$ cat src/rtl/spi_pkg.sv
// spi_pkg: shared SPI link types and constants.
// State enum, clog2 helper, mode 0 constants.
package spi_pkg;

  typedef enum logic [2:0] {
    IDLE,
    SHIFT_LO,
    SHIFT_HI,
    HOLD,
    GAP
  } spi_state_t;

  localparam bit CPOL = 1'b0;
  localparam bit CPHA = 1'b0;

  function automatic int clog2(input int v);
    int r;
    r = 0;
    for (int i = 0; i < 31; i++)
      if ((1 << i) < v) r = i + 1;
    return r;
  endfunction

endpackage

$ cat src/rtl/spi_tick_gen.sv
// spi_tick_gen: sclk half-period counter.
// in: clk, reset, enable; out: tick (count==clk_div-1).
module spi_tick_gen
  import spi_pkg::*;
#(
  parameter int clk_div = 4
) (
  input  logic clk,
  input  logic reset,
  input  logic enable,
  output logic tick
);

  localparam logic [7:0] LAST = 8'(clk_div - 1);

  logic [7:0] cnt;

  // held at zero while disabled so each frame starts phase-aligned
  always_ff @(posedge clk) begin
    if (reset || !enable) cnt <= '0;
    else if (cnt == LAST) cnt <= '0;
    else cnt <= cnt + 8'd1;
  end

  assign tick = enable && (cnt == LAST);

endmodule

$ cat src/rtl/transmitter_spi.sv
// transmitter_spi: mode 0 MSB-first SPI frame sender.
// in: clk, reset, tx_data, tx_valid; out: tx_ready, sclk, cs, mosi, busy, done.
module transmitter_spi
  import spi_pkg::*;
#(
  parameter int width   = 32,
  parameter int clk_div = 4,
  parameter int cs_gap  = 2
) (
  input  logic             clk,
  input  logic             reset,
  input  logic [width-1:0] tx_data,
  input  logic             tx_valid,
  output logic             tx_ready,
  output logic             sclk,
  output logic             cs,
  output logic             mosi,
  output logic             busy,
  output logic             done
);

  localparam int BW = (clog2(width) < 1) ? 1 : clog2(width);
  localparam logic [BW-1:0] LAST_BIT = BW'(width - 1);
  localparam logic [7:0] GAP_LAST =
    8'((cs_gap == 0) ? 0 : cs_gap - 1);

  spi_state_t       state, state_n;
  logic [width-1:0] sreg, sreg_n;
  logic [BW-1:0]    bit_cnt, bit_cnt_n;
  logic [7:0]       gap_cnt, gap_cnt_n;
  logic             tick, run, done_n;
  logic             frame_n;

  assign run = state inside {SHIFT_LO, SHIFT_HI, HOLD};

  spi_tick_gen #(
    .clk_div(clk_div)
  ) u_tick (
    .clk    (clk),
    .reset  (reset),
    .enable (run),
    .tick   (tick)
  );

  always_comb begin
    state_n   = state;
    sreg_n    = sreg;
    bit_cnt_n = bit_cnt;
    gap_cnt_n = gap_cnt;
    done_n    = 1'b0;
    unique case (state)
      IDLE:
        if (tx_valid && tx_ready) begin
          state_n   = SHIFT_LO;
          sreg_n    = tx_data;
          bit_cnt_n = '0;
        end
      SHIFT_LO:
        if (tick) state_n = SHIFT_HI;
      SHIFT_HI:
        if (tick) begin
          if (bit_cnt == LAST_BIT) begin
            state_n = HOLD;
          end else begin
            sreg_n    = sreg << 1;
            bit_cnt_n = bit_cnt + 1'b1;
            state_n   = SHIFT_LO;
          end
        end
      HOLD:
        if (tick) begin
          done_n    = 1'b1;
          bit_cnt_n = '0;
          gap_cnt_n = '0;
          state_n   = (cs_gap == 0) ? IDLE : GAP;
        end
      GAP:
        if (gap_cnt == GAP_LAST) begin
          gap_cnt_n = '0;
          state_n   = IDLE;
        end else begin
          gap_cnt_n = gap_cnt + 8'd1;
        end
      default: state_n = IDLE;
    endcase
  end

  assign frame_n = state_n inside {SHIFT_LO, SHIFT_HI, HOLD};

  // outputs are registered from the next state so the
  // link sees clean edges with no decode glitches
  always_ff @(posedge clk) begin
    if (reset) begin
      state    <= IDLE;
      sreg     <= '0;
      bit_cnt  <= '0;
      gap_cnt  <= '0;
      tx_ready <= 1'b0;
      sclk     <= CPOL;
      cs       <= 1'b1;
      mosi     <= 1'b0;
      busy     <= 1'b0;
      done     <= 1'b0;
    end else begin
      state    <= state_n;
      sreg     <= sreg_n;
      bit_cnt  <= bit_cnt_n;
      gap_cnt  <= gap_cnt_n;
      tx_ready <= (state_n == IDLE);
      sclk     <= (state_n == SHIFT_HI) ^ CPOL;
      cs       <= !frame_n;
      mosi     <= frame_n ? sreg_n[width-1] : 1'b0;
      busy     <= (state_n != IDLE);
      done     <= done_n;
    end
  end

endmodule

$ cat config.mk
export PLATFORM = sky130hd
export DESIGN_NAME = transmitter_spi
export DESIGN_NICKNAME = d
export VERILOG_FILES = /design/src/rtl/spi_pkg.sv /design/src/rtl/spi_tick_gen.sv /design/src/rtl/transmitter_spi.sv
export SDC_FILE = /design/constraint.sdc
export NUM_CORES = 1
export LEC_CHECK = 0
export CAP_MARGIN = 20
export CORE_ASPECT_RATIO = 1.2
export CORE_MARGIN = 3
export CORE_UTILIZATION = 48
export DETAILED_ROUTE_END_ITERATION = 8
export PLACE_DENSITY = 0.75
export SYNTH_ARGS = -nofsm -noshare
export SYNTH_HDL_FRONTEND = slang
export SYNTH_HIERARCHICAL = 1
export SYNTH_SLANG_ARGS = --single-unit
$ cat constraint.sdc
create_clock -name clk -period 2 [get_ports clk]
set_input_delay 0.4 -clock clk [delete_from_list [all_inputs] [get_ports clk]]
set_output_delay 0.4 -clock clk [all_outputs]
set_load 0.01 [all_outputs]
; ---- After elaboration in Yosys (flattened, before gate mapping)
; Index checks and enable logic that the tools add are counted.
[totals]
elab_cells = 70
out_inout_bits = 6
in_bits = 35
register_bits = 62
[classes]
bitwise_logic = 2
eq_ne = 14
n_mux = 20
reduce_logical = 19
add_sub_neg = 3
[ops]
columns = cell, count
row1 = 32-bit two-way mux, 3
row2 = 32-bit one-hot mux with 2 select lines, 1
row3 = 5-bit two-way mux, 4
row4 = 8-bit by 1-bit adder with 8-bit output (second input constant), 2
row5 = 8-bit two-way mux, 2
row6 = 8-bit one-hot mux with 2 select lines, 1
row7 = 3-bit two-way mux, 5
row8 = 3-bit one-hot mux with 5 select lines, 1
row9 = 5-bit one-hot mux with 3 select lines, 1
row10 = 3-bit by 2-bit == test with 1-bit output (second input constant), 4
row11 = 3-bit nonzero test, 4
row12 = 8-bit by 1-bit == test with 1-bit output (second input constant), 1
row13 = 8-bit by 2-bit == test with 1-bit output (second input constant), 1
row14 = 2-bit != test (second input constant), 4
row15 = 3-bit by 1-bit == test with 1-bit output (second input constant), 2
row16 = 3-bit logical NOT, 2
row17 = 2-bit OR reduction, 3
row18 = 5-bit by 1-bit adder with 5-bit output (second input constant), 1
row19 = 5-bit == test (second input constant), 1
row20 = 5-bit AND reduction, 1
row21 = 4-bit AND reduction, 1
row22 = 2-bit nonzero test, 2
row23 = 3-bit == test (second input constant), 1
row24 = 1-bit logical AND, 2
row25 = other kinds (6), 8

; ---- Longest topological paths before layout
; Gate-level depths: netlist (run 1).
[depth]
depth_word = 9
depth_mapped = 9

; ---- By module
; The synthesis (run 1) kept the hierarchy.
[modules_own_cells]
columns = module, n_inst, area_per_inst_um2, cells_per_inst
row1 = transmitter_spi, 1, 2296.0, 265
row2 = spi_tick_gen, 1, 347.8, 39

; ---- Worst setup path before layout (run 1)
; No wires, ideal clock.
[synth_timing]
kind = register to register
from = register u_tick.cnt[0]
to = register sreg[1]
setup_slack_ns = -0.079
stages_incl_launch_ff = 9
n_path_buf = 1
arrival_time_ns = 2.009
required_time_ns = 1.929
synth_period_minus_slack_ns = 2.079
path_cell_list = dfxtp_1 ha_1 nor4b_1 and3_1 nand4bb_1 nor2_1 clkbuf_1 a22oi_1 a21oi_1
[synth_via]
elab_chain_cells = 4
[synth_rtl]
columns = item, line
row1 = start: declaration, spi_tick_gen.sv:16  ; logic [7:0] cnt;
row2 = start signal: assignment, spi_tick_gen.sv:22  ; else cnt <= cnt + 8'd1;
row3 = 8-bit by 2-bit == test with 1-bit output, spi_tick_gen.sv:25  ; assign tick = enable && (cnt == LAST);
row4 = 1-bit logical AND, spi_tick_gen.sv:25
row5 = named net tick, transmitter_spi.sv:31  ; logic tick, run, done_n;
row6 = 2-bit != test (no source line), -
row7 = 4-bit AND reduction (no source line), -
row8 = end signal: assignment, transmitter_spi.sv:106  ; sreg <= sreg_n;
row9 = end: declaration, transmitter_spi.sv:28  ; logic [width-1:0] sreg, sreg_n;
; The timed path passes the listed nets, and every way through them passes these cells.
; A chain may end at the register's enable or synchronous reset.

; ---- Final worst setup path (run 1)
[layout_timing]
from = register u_tick.cnt[1]
to = register sreg[18]
; The elaborated chain is that of the path after synthesis.

==> flow_metrics.py, run 1 <==
metrics = {
    "placed_design": {
        "dp_cells": 407,
        "dp_hpwl_um": 3940,
        "io_buffers": 40,
        "gp_congestion": 0.847,
    },
    "synth": {
        "synth_flop_cell": "dfxtp_1",
        "synthTopCellsByArea": "dfxtp_1 (47%), a22oi_1 (9.4%), a21oi_1 (8.3%), nand2_1 (5.5%), nor2_1 (2.7%)",
        "synth_area_leader_cell": "dfxtp_1",
        "ys_warn_count": 6,
        "ys_async_sr_fraction_pct": 0,
        "yosysSeqAreaShare_pct": 46.9,
        "syn_avg_cell_area_sq_um": 8.70,
        "synthesis.nets": 344,
        "synth_cell_type_count": 45,
        "syn_area_sq_um": 2640,
        "ys_seq_elements": 62,
        "netlist.area_leader.share_pct": 46.9,
        "synth-edff-count": 0,
        "syn-instance-count": 304,
    },
    "setup_path": {
        "path_buf_inv": 2,
        "cp_cell_sequence": "ha_2 > nor4b_4 > and3_4 > and4bb_1 > a22oi_2 > buf_6 > buf_12 > nand2_1 > a21oi_1",
        "cp_data_required_time_ns": 2.22,
        "cpPeakStageDelay_ns": 0.36,
        "path_class": "register to register",
        "cp_max_fo": 11,
        "crit_path_end_kind": "register",
        "cp_top_family": "simple AND/OR/NAND/NOR gates",
        "slowest_stage": "dfxtp_4",
        "startpoint_type": "register",
        "critPathArrivalTime_ns": 2.12,
    },
    "sta": {
        "setup_viol": 0,
        "hold_viol_final": 0,
        "fin_crit_sh_pct": 94.6,
        "hold_ws_ns": 0.457,
        "fmax_mhz": 529,
        "drv_slew": 0,
        "period_minus_slack_ns": 1.89,
        "slew_headroom_pct": 62.8,
        "worst_pin_slew_ns": 0.551,
        "fin_setup_tns_ns": 0,
        "skew_ns": 0.00573,
    },
    "power": {
        "peakVddDrop_v": 0.000571,
        "net-switching-power_uw": 604,
        "power_leakage_uw": 0.00131,
        "p_comb_share_pct": 8.7,
        "internal_power_uw": 2290,
        "clockPowerShare_pct": 46.6,
        "swShare_pct": 20.9,
        "cellPowerDensity_nw_per_um2": 797,
        "power_uw": 2890,
        "p_seq_share_pct": 44.8,
    },
    "die": {
        "coreArea_sq_um": 5110,
        "dieWidth_um": 73.8,
        "dieHeight_um": 87.3,
        "rows": 28,
        "dieArea_sq_um": 6440,
        "pin_count": 41,
        "start_util_pct": 51.7,
    },
    "global_routing": {
        "grt_pass1_wl_um": 9920,
        "grt.total_usage_pct": 19.9,
        "grt_pass1_vias": 2242,
        "gr-total-overflow": 0,
        "antenna_found_initial": 0,
        "grt_max_degree": 33,
    },
    "clocking": {
        "cts_tree": "built",
        "clkTransAtPathRegs_ns": 0.07,
        "cts-buffers-inserted": 9,
        "ctsLongestPathBuffers": 2,
        "cts_sinks": 62,
        "ctsHtreeMaxLevel": 3,
        "insertion_delay_ns": 0.34,
        "cts_hold_buf": 0,
        "clock-root-buffer": "clkbuf_8",
    },
    "route": {
        "firstDrtPassIters": 5,
        "routed_via_density": 5.73,
        "via_count": 2447,
        "ant_nets": 0,
        "routed_wl_um": 6270,
        "wl_per_cell_um": 14.7,
        "drc_errors": 0,
        "drt_iter0_drc": 198,
    },
    "final_layout": {
        "antennaDiodeCount": 0,
        "nets": 402,
        "layout_commonest_cell": "dfxtp_1",
        "syn_to_final_growth_pct": 37.1,
        "n_fill_cell": 399,
        "drive_gt1_share_pct": 15.8,
        "final_cell_mix": "dfxtp_1 (61), a21oi_1 (44), clkdlybuf4s50_1 (40)",
        "fin_cells": 427,
        "fin_util_pct": 70.9,
    },
    "worst_hold_path": {
        "hp-class": "register to register",
    },
    "outcome": {
        "status": "completed",
    },
    "run": {
        "max-cap-violations": 0,
    },
}
stage by stage:
stage	cell area [sq um]	worst slack [ns]
2_1_floorplan	2640	-0.0792
3_3_place_gp	3250	0.0216
3_5_place_dp	3250	-0.0594
4_1_cts	3510	0.0193
5_1_grt	3620	-0.00692
6_report	3620	0.109
timing repair:
item / 4_1_cts / 5_1_grt
setup buffers: 0 / 2
gates cloned: 0 / 2
endpoints found under the setup margin: 28 / 40
gates resized for setup: 1 / 11
pin swaps: 0 / 5
layer usage:
metal | routed length, um | up-vias | track usage [%]
li1 | - | 1216 | -
met1 | 2730 | 1142 | 25.5
met2 | 3030 | 77 | 30.5
met3 | 362 | 12 | 5.54
met4 | 149 | 0 | 9.88
met5 | 0 | - | 0
power groups by stage:
stage               Sequential, uW  Combinational [uW]  Clock, uW
finish                        1290                 250       1350
global route                  1300                 274       1430
CTS                           1300                 236       1370
detailed placement            1320                 233          0
global placement              1320                 231          0
floorplan                     1320                 106          0
state kept, by name (all words and copies together) (netlist names), 3 cells and up:
signal / count
sreg: 32
gap_cnt: 8
u_tick/cnt: 8
bit_cnt: 5
state: 3
final cells by class:
type	count	area, sq um	area share (%)
Multi-Input combinational cell	215	1350	37.2
Sequential cell	62	1240	34.3
Timing Repair Buffer	66	672	18.5
Clock buffer	14	193	5.32
Tap cell	60	75.1	2.07
Clock inverter	2	60.1	1.66
Inverter	8	30.0	0.828
tightest hold or removal path: stages (launching register included):
cell and delay (ns):
dfxtp_1 0.31, nand2_1 0.05, a21oi_1 0.05
cell usage after synthesis (2+ instances only):
master,count
or3_1,4
xor2_1,2
nor4b_1,2
clkbuf_1,14
nand4_1,2
o21ai_1,4
a22oi_1,33
dfxtp_1,62
or3b_1,3
a31oi_1,2
a311oi_1,2
nor2_1,19
o21a_1,2
buf_2,5
a22o_1,2
nand2_1,39
and2_1,3
nor2b_1,2
a21oi_1,44
nand4b_1,2
nor3_1,6
and3_1,5
o21ai_0,6
nand3_1,7
inv_1,8
ha_1,5
final timing paths:
check / startpoint / end / slack [ns] / depth (start not counted)
max: u_tick/cnt[1] / sreg[18] / 0.11 / 9
min: sreg[7] / sreg[7] / 0.46 / 2
max reg2reg: u_tick/cnt[1] / sreg[18] / 0.11 / 9
min reg2reg: sreg[7] / sreg[7] / 0.46 / 2
kinds of logic (layout without fill, tap and decap cells):
group | Yosys count | count (layout) | share of synthesized area (%)
compound gates | 103 | 103 | 25.0
xor+xnor | 3 | 3 | 0.994
fa+ha+maj | 5 | 5 | 2.37
buf+inv | 27 | 90 | 4.07
flops | 62 | 62 | 46.9
mux | 2 | 2 | 0.805
simple gates | 102 | 102 | 19.8
Power figures use the tool's default switching activity.
==> run 2, diff against run 1 <==
--- a/config.mk
+++ b/config.mk
@@ -6,11 +6,10 @@
 export NUM_CORES = 1
 export LEC_CHECK = 0
 export CAP_MARGIN = 20
-export CORE_ASPECT_RATIO = 1.2
 export CORE_MARGIN = 3
-export CORE_UTILIZATION = 48
+export CORE_UTILIZATION = 57
 export DETAILED_ROUTE_END_ITERATION = 8
-export PLACE_DENSITY = 0.75
+export PLACE_DENSITY = 0.84
 export SYNTH_ARGS = -nofsm -noshare
 export SYNTH_HDL_FRONTEND = slang
 export SYNTH_HIERARCHICAL = 1
==> constraint.sdc (replaced) <==
create_clock -name clk -period 2.26 [get_ports clk]
set_input_delay 0.452 -clock clk [delete_from_list [all_inputs] [get_ports clk]]
set_output_delay 0.452 -clock clk [all_outputs]
set_load 0.01 [all_outputs]
==> run 2 against run 1 <==
Compared with the run above: sequential power down 11%; sequential cell count unchanged; utilization up 6.1 points; combinational power down 15%; critical path depth unchanged; design area down 6.3%; power down 24%; maximum frequency down 10%; cell count down 3.5%; register-to-register slack better by 0.05 ns; wire length down 2.0%; first-iteration DRC count down 3.5%; largest cell class unchanged.
==> flow_metrics.py, run 2 (synthesis results as in run 1) <==
metrics = {
    "global_routing": {
        "gr-total-overflow": 0,
        "grt_max_degree": 33,
        "grt.total_usage_pct": 23.8,
        "grt_pass1_vias": 2144,
        "grt_pass1_wl_um": 9940,
        "antenna_found_initial": 0,
    },
    "clocking": {
        "clkTransAtPathRegs_ns": 0.06,
        "cts_sinks": 62,
        "cts_hold_buf": 0,
        "ctsHtreeMaxLevel": 3,
        "cts-buffers-inserted": 9,
        "clock-root-buffer": "clkbuf_8",
        "insertion_delay_ns": 0.34,
        "cts_tree": "built",
        "ctsLongestPathBuffers": 2,
    },
    "setup_path": {
        "slowest_stage": "dfxtp_1",
        "cpPeakStageDelay_ns": 0.39,
        "critical_path.startpoint": "u_tick/cnt[0]",
        "startpoint_type": "register",
        "cp_max_fo": 31,
        "critPathArrivalTime_ns": 2.37,
        "worstSetupPathDepth": 9,
        "crit_path_end_kind": "register",
        "cp_data_required_time_ns": 2.53,
        "regToRegSetupSlack_ns": 0.16,
        "rr_startpoint": "u_tick/cnt[0]",
        "path_buf_inv": 2,
        "cp_top_family": "simple AND/OR/NAND/NOR gates",
        "path_class": "register to register",
        "cp_cell_sequence": "ha_1 > nor4b_4 > and3_1 > buf_4 > nand4bb_1 > nor2_2 > buf_12 > a22oi_1 > a21oi_1",
        "ff2ff_path_depth": 9,
    },
    "placed_design": {
        "dp_hpwl_um": 4040,
        "io_buffers": 40,
        "gp_congestion": 0.867,
        "preCtsSetupSlack_ns": 0.0209,
        "dp_cells": 393,
    },
    "route": {
        "routed_via_density": 5.80,
        "drc_errors": 0,
        "via_count": 2388,
        "ant_nets": 0,
        "routed_wl_um": 6140,
        "drt_iter0_drc": 191,
        "wl_per_cell_um": 14.9,
        "firstDrtPassIters": 5,
    },
    "sta": {
        "fin_crit_sh_pct": 93.0,
        "fmax_mhz": 476,
        "skew_ns": 0.00631,
        "fin_ws_ns": 0.157,
        "drv_slew": 0,
        "hold_ws_ns": 0.456,
        "setup_viol": 0,
        "hold_viol_final": 0,
        "worst_pin_slew_ns": 0.490,
        "slew_headroom_pct": 66.9,
        "period_minus_slack_ns": 2.10,
    },
    "final_layout": {
        "antennaDiodeCount": 0,
        "top_register": "sreg",
        "n_fill_cell": 299,
        "top_regs": "sreg (32), gap_cnt (8), u_tick/cnt (8)",
        "layout_commonest_cell": "dfxtp_1",
        "largest_reg_flops": 32,
        "syn_to_final_growth_pct": 28.5,
        "fin_util_pct": 77.0,
        "fin_cells": 412,
        "drive_gt1_share_pct": 11.9,
        "nets": 395,
        "final_cell_mix": "dfxtp_1 (62), a21oi_1 (44), clkdlybuf4s50_1 (40)",
    },
    "outcome": {
        "status": "completed",
    },
    "run": {
        "max-cap-violations": 0,
    },
    "die": {
        "start_util_pct": 59.9,
        "dieWidth_um": 74.1,
        "dieHeight_um": 74.1,
        "rows": 24,
        "pin_count": 41,
        "dieArea_sq_um": 5490,
        "coreArea_sq_um": 4410,
    },
    "worst_hold_path": {
        "hold_path_depth": 2,
        "hp-class": "register to register",
        "hp-start": "sreg[13]",
    },
    "power": {
        "peakVddDrop_v": 0.000500,
        "cellPowerDensity_nw_per_um2": 646,
        "power_uw": 2200,
        "power_leakage_uw": 0.00122,
    },
}
[run 2: layer usage]
layer	share of wire [%]	global-route usage, %
met3	5.1	8.38
met4	1.4	8.25
met5	0	0
met2	52	40.1
met1	41	28.3
[run 2: worst reg2reg max path: cells and delay by family (launching register included)]
kind / cells / cell delay [ns]
buf+inv: 2 / 0.34
compound gates: 2 / 0.28
simple gates: 4 / 0.81
fa+ha+maj: 1 / 0.22
flops: 1 / 0.39
[run 2: what timing repair did]
item                                   CTS  global route
pin swaps                                1             1
endpoints found under the hold margin    0             0
resized for setup                        1             1
setup endpoints to repair               12            32
buffers inserted                         0             3
[run 2: power breakdown]
part	internal [uW]	total (uW)	switching [uW]
Clock	422	835	413
Combinational	117	212	94.9
Sequential	1130	1150	19.7
Total	1670	2200	527
[run 2: path summary, 6_finish.rpt]
path	end
setup / recovery	sreg[25]
hold / removal	sreg[13]
setup reg to reg	sreg[25]
hold reg to reg	sreg[13]
[run 2: metrics by stage]
stage	TNS [ns]	cell area [sq um]
floorplan	0	2640
global placement	0	3190
detailed placement	0	3190
CTS	0	3370
global route	-0.0227	3400
finish	0	3400
[run 2: layout make-up]
cell class                 count  area [sq um]  share of cell area (%)
clock buffer                  12           145                    4.27
clock inverter                 4          22.5                   0.663
inverter                       8          30.0                   0.884
multi-input combinational    215          1310                    38.6
sequential                    62          1240                    36.5
tap                           52          65.1                    1.92
timing repair buffer          59           581                    17.1
==> run 3, diff against run 2 <==
--- a/config.mk
+++ b/config.mk
@@ -9,7 +9,7 @@
 export CORE_MARGIN = 3
 export CORE_UTILIZATION = 57
 export DETAILED_ROUTE_END_ITERATION = 8
-export PLACE_DENSITY = 0.84
+export PLACE_DENSITY = 0.88
 export SYNTH_ARGS = -nofsm -noshare
 export SYNTH_HDL_FRONTEND = slang
 export SYNTH_HIERARCHICAL = 1
==> constraint.sdc (replaced) <==
create_clock -name clk -period 2.7 [get_ports clk]
set_input_delay 0.54 -clock clk [delete_from_list [all_inputs] [get_ports clk]]
set_output_delay 0.54 -clock clk [all_outputs]
set_load 0.01 [all_outputs]
==> run 3 against run 2 <==
Compared with the run above: critical path depth decreased by 1; first-iteration DRC count up 7.3%; maximum frequency decreased by 16%; die area unchanged; clock power is 17% lower; power decreased by 17%; setup slack improved by 0.037 ns; combinational power fell by 24%; utilization shrank 3.1 points; global-route usage decreased by 1.9 points; cell count shrank 2.9%.
==> flow_metrics.py, run 3 (synthesis results as in run 1) <==
metrics = {
    "final_layout": {
        "post-route-cell-area_sq_um": 3260,
        "final_cell_mix": "dfxtp_1 (62), a21oi_1 (44), clkdlybuf4s50_1 (40)",
        "nets": 384,
        "syn_to_final_growth_pct": 23.4,
        "multiInputGateArea_sq_um": 1300,
        "antennaDiodeCount": 0,
        "top_register": "sreg",
        "drive_gt1_share_pct": 8.33,
        "regArea_sq_um": 1240,
        "largest_reg_flops": 32,
        "layout_commonest_cell": "dfxtp_1",
        "top_regs": "sreg (32), gap_cnt (8), u_tick/cnt (8)",
        "n_fill_cell": 340,
    },
    "clocking": {
        "clock-root-buffer": "clkbuf_8",
        "insertion_delay_ns": 0.34,
        "cts-buffers-inserted": 9,
        "cts_hold_buf": 0,
        "clkTransAtPathRegs_ns": 0.06,
        "cts_sinks": 62,
        "ctsResizeCount": 0,
        "ctsHtreeMaxLevel": 3,
        "ctsLongestPathBuffers": 2,
        "cts_tree": "built",
        "post_cts_buffers": 0,
    },
    "power": {
        "peakVddDrop_v": 0.000508,
        "power_leakage_uw": 0.00115,
        "cellPowerDensity_nw_per_um2": 558,
        "power_uw": 1820,
    },
    "sta": {
        "slew_headroom_pct": 47.3,
        "setup_viol": 0,
        "period_minus_slack_ns": 2.51,
        "drv_slew": 0,
        "rsz0062_at_grt": "false",
        "fmax_mhz": 399,
        "skew_ns": 0.00443,
        "fin_setup_tns_ns": 0,
        "worst_pin_slew_ns": 0.791,
        "fin_crit_sh_pct": 92.8,
        "hold_viol_final": 0,
    },
    "setup_path": {
        "cp_data_required_time_ns": 2.96,
        "startpoint_type": "register",
        "slowest_stage": "a22oi_2",
        "cpPeakStageDelay_ns": 0.67,
        "cp_cell_sequence": "ha_1 > nor4b_1 > and3_1 > and4bb_1 > a22oi_2 > buf_4 > nand2_1 > a21oi_1",
        "cp_max_fo": 18,
        "regToRegSetupSlack_ns": 0.19,
        "crit_path_end_kind": "register",
        "critPathArrivalTime_ns": 2.77,
        "path_buf_inv": 1,
        "critical_path.startpoint": "u_tick/cnt[0]",
        "cp_top_family": "compound AO/OA/AOI/OAI gates",
        "path_class": "register to register",
        "rr_startpoint": "u_tick/cnt[0]",
    },
    "placed_design": {
        "dpl_cell_area_sq_um": 3090,
        "dp_hpwl_um": 3860,
        "gp_congestion": 0.823,
        "io_buffers": 40,
    },
    "route": {
        "routed_via_density": 5.96,
        "firstDrtPassIters": 5,
        "wl_per_cell_um": 14.5,
        "routed_wl_um": 5790,
        "drt_iter0_drc": 205,
        "via_count": 2382,
        "ant_nets": 0,
        "drc_errors": 0,
    },
    "global_routing": {
        "grt_pass1_wl_um": 9320,
        "grt_pass1_vias": 2181,
        "antenna_found_initial": 0,
        "gr-total-overflow": 0,
        "grt_max_degree": 37,
        "grt.total_usage_pct": 22.0,
    },
    "die": {
        "start_util_pct": 59.9,
        "pin_count": 41,
        "coreArea_sq_um": 4410,
        "dieWidth_um": 74.1,
        "dieArea_sq_um": 5490,
        "rows": 24,
        "dieHeight_um": 74.1,
    },
    "outcome": {
        "status": "completed",
    },
    "worst_hold_path": {
        "hp-start": "sreg[15]",
        "hp-class": "register to register",
    },
    "run": {
        "max-cap-violations": 0,
    },
}
run 3: worst paths after layout:
check / endpoint / cells past startpoint
max reg2reg: sreg[12] / 8
min: sreg[15] / 2
min reg2reg: sreg[15] / 2
max: sreg[12] / 8
run 3: layout make-up:
| type | count | area share, % |
|---|---|---|
| multi-input combinational | 215 | 39.8 |
| sequential | 62 | 38.1 |
| timing repair buffer | 48 | 14.1 |
| clock buffer | 14 | 4.99 |
| tap | 52 | 1.99 |
| inverter | 8 | 0.921 |
| clock inverter | 1 | 0.153 |
run 3: layer usage:
metal	wire (um)	track usage, %	up-vias
met5	0	0	-
met4	79	6.44	0
met3	282	9.05	9
met2	2900	36.8	57
met1	2530	25.9	1131
li1	-	-	1185
run 3: worst min-delay path, cell delays in order, from the launching register on:
cell     delay [ns]
dfxtp_1        0.31
nand2_1        0.05
a21oi_1        0.05
run 3: metrics by stage:
| stage | hold WS, ns | setup slack (ns) | instances | util (%) |
|---|---|---|---|---|
| 2_1_floorplan | 0.437 | 0.621 | 304 | - |
| 6_report | 0.460 | 0.195 | 400 | 73.9 |
| 5_1_grt | 0.473 | 0.0187 | 400 | 73.9 |
| 3_5_place_dp | 0.449 | 0.212 | 385 | 70.1 |
| 3_3_place_gp | 0.441 | 0.264 | 385 | 70.1 |
| 4_1_cts | 0.457 | 0.213 | 400 | 73.9 |
run 3: power by group:
group	switching (uW)	internal [uW]	total, uW
logic	76.9	84.9	162
registers	15.9	946	962
clock network	320	377	697
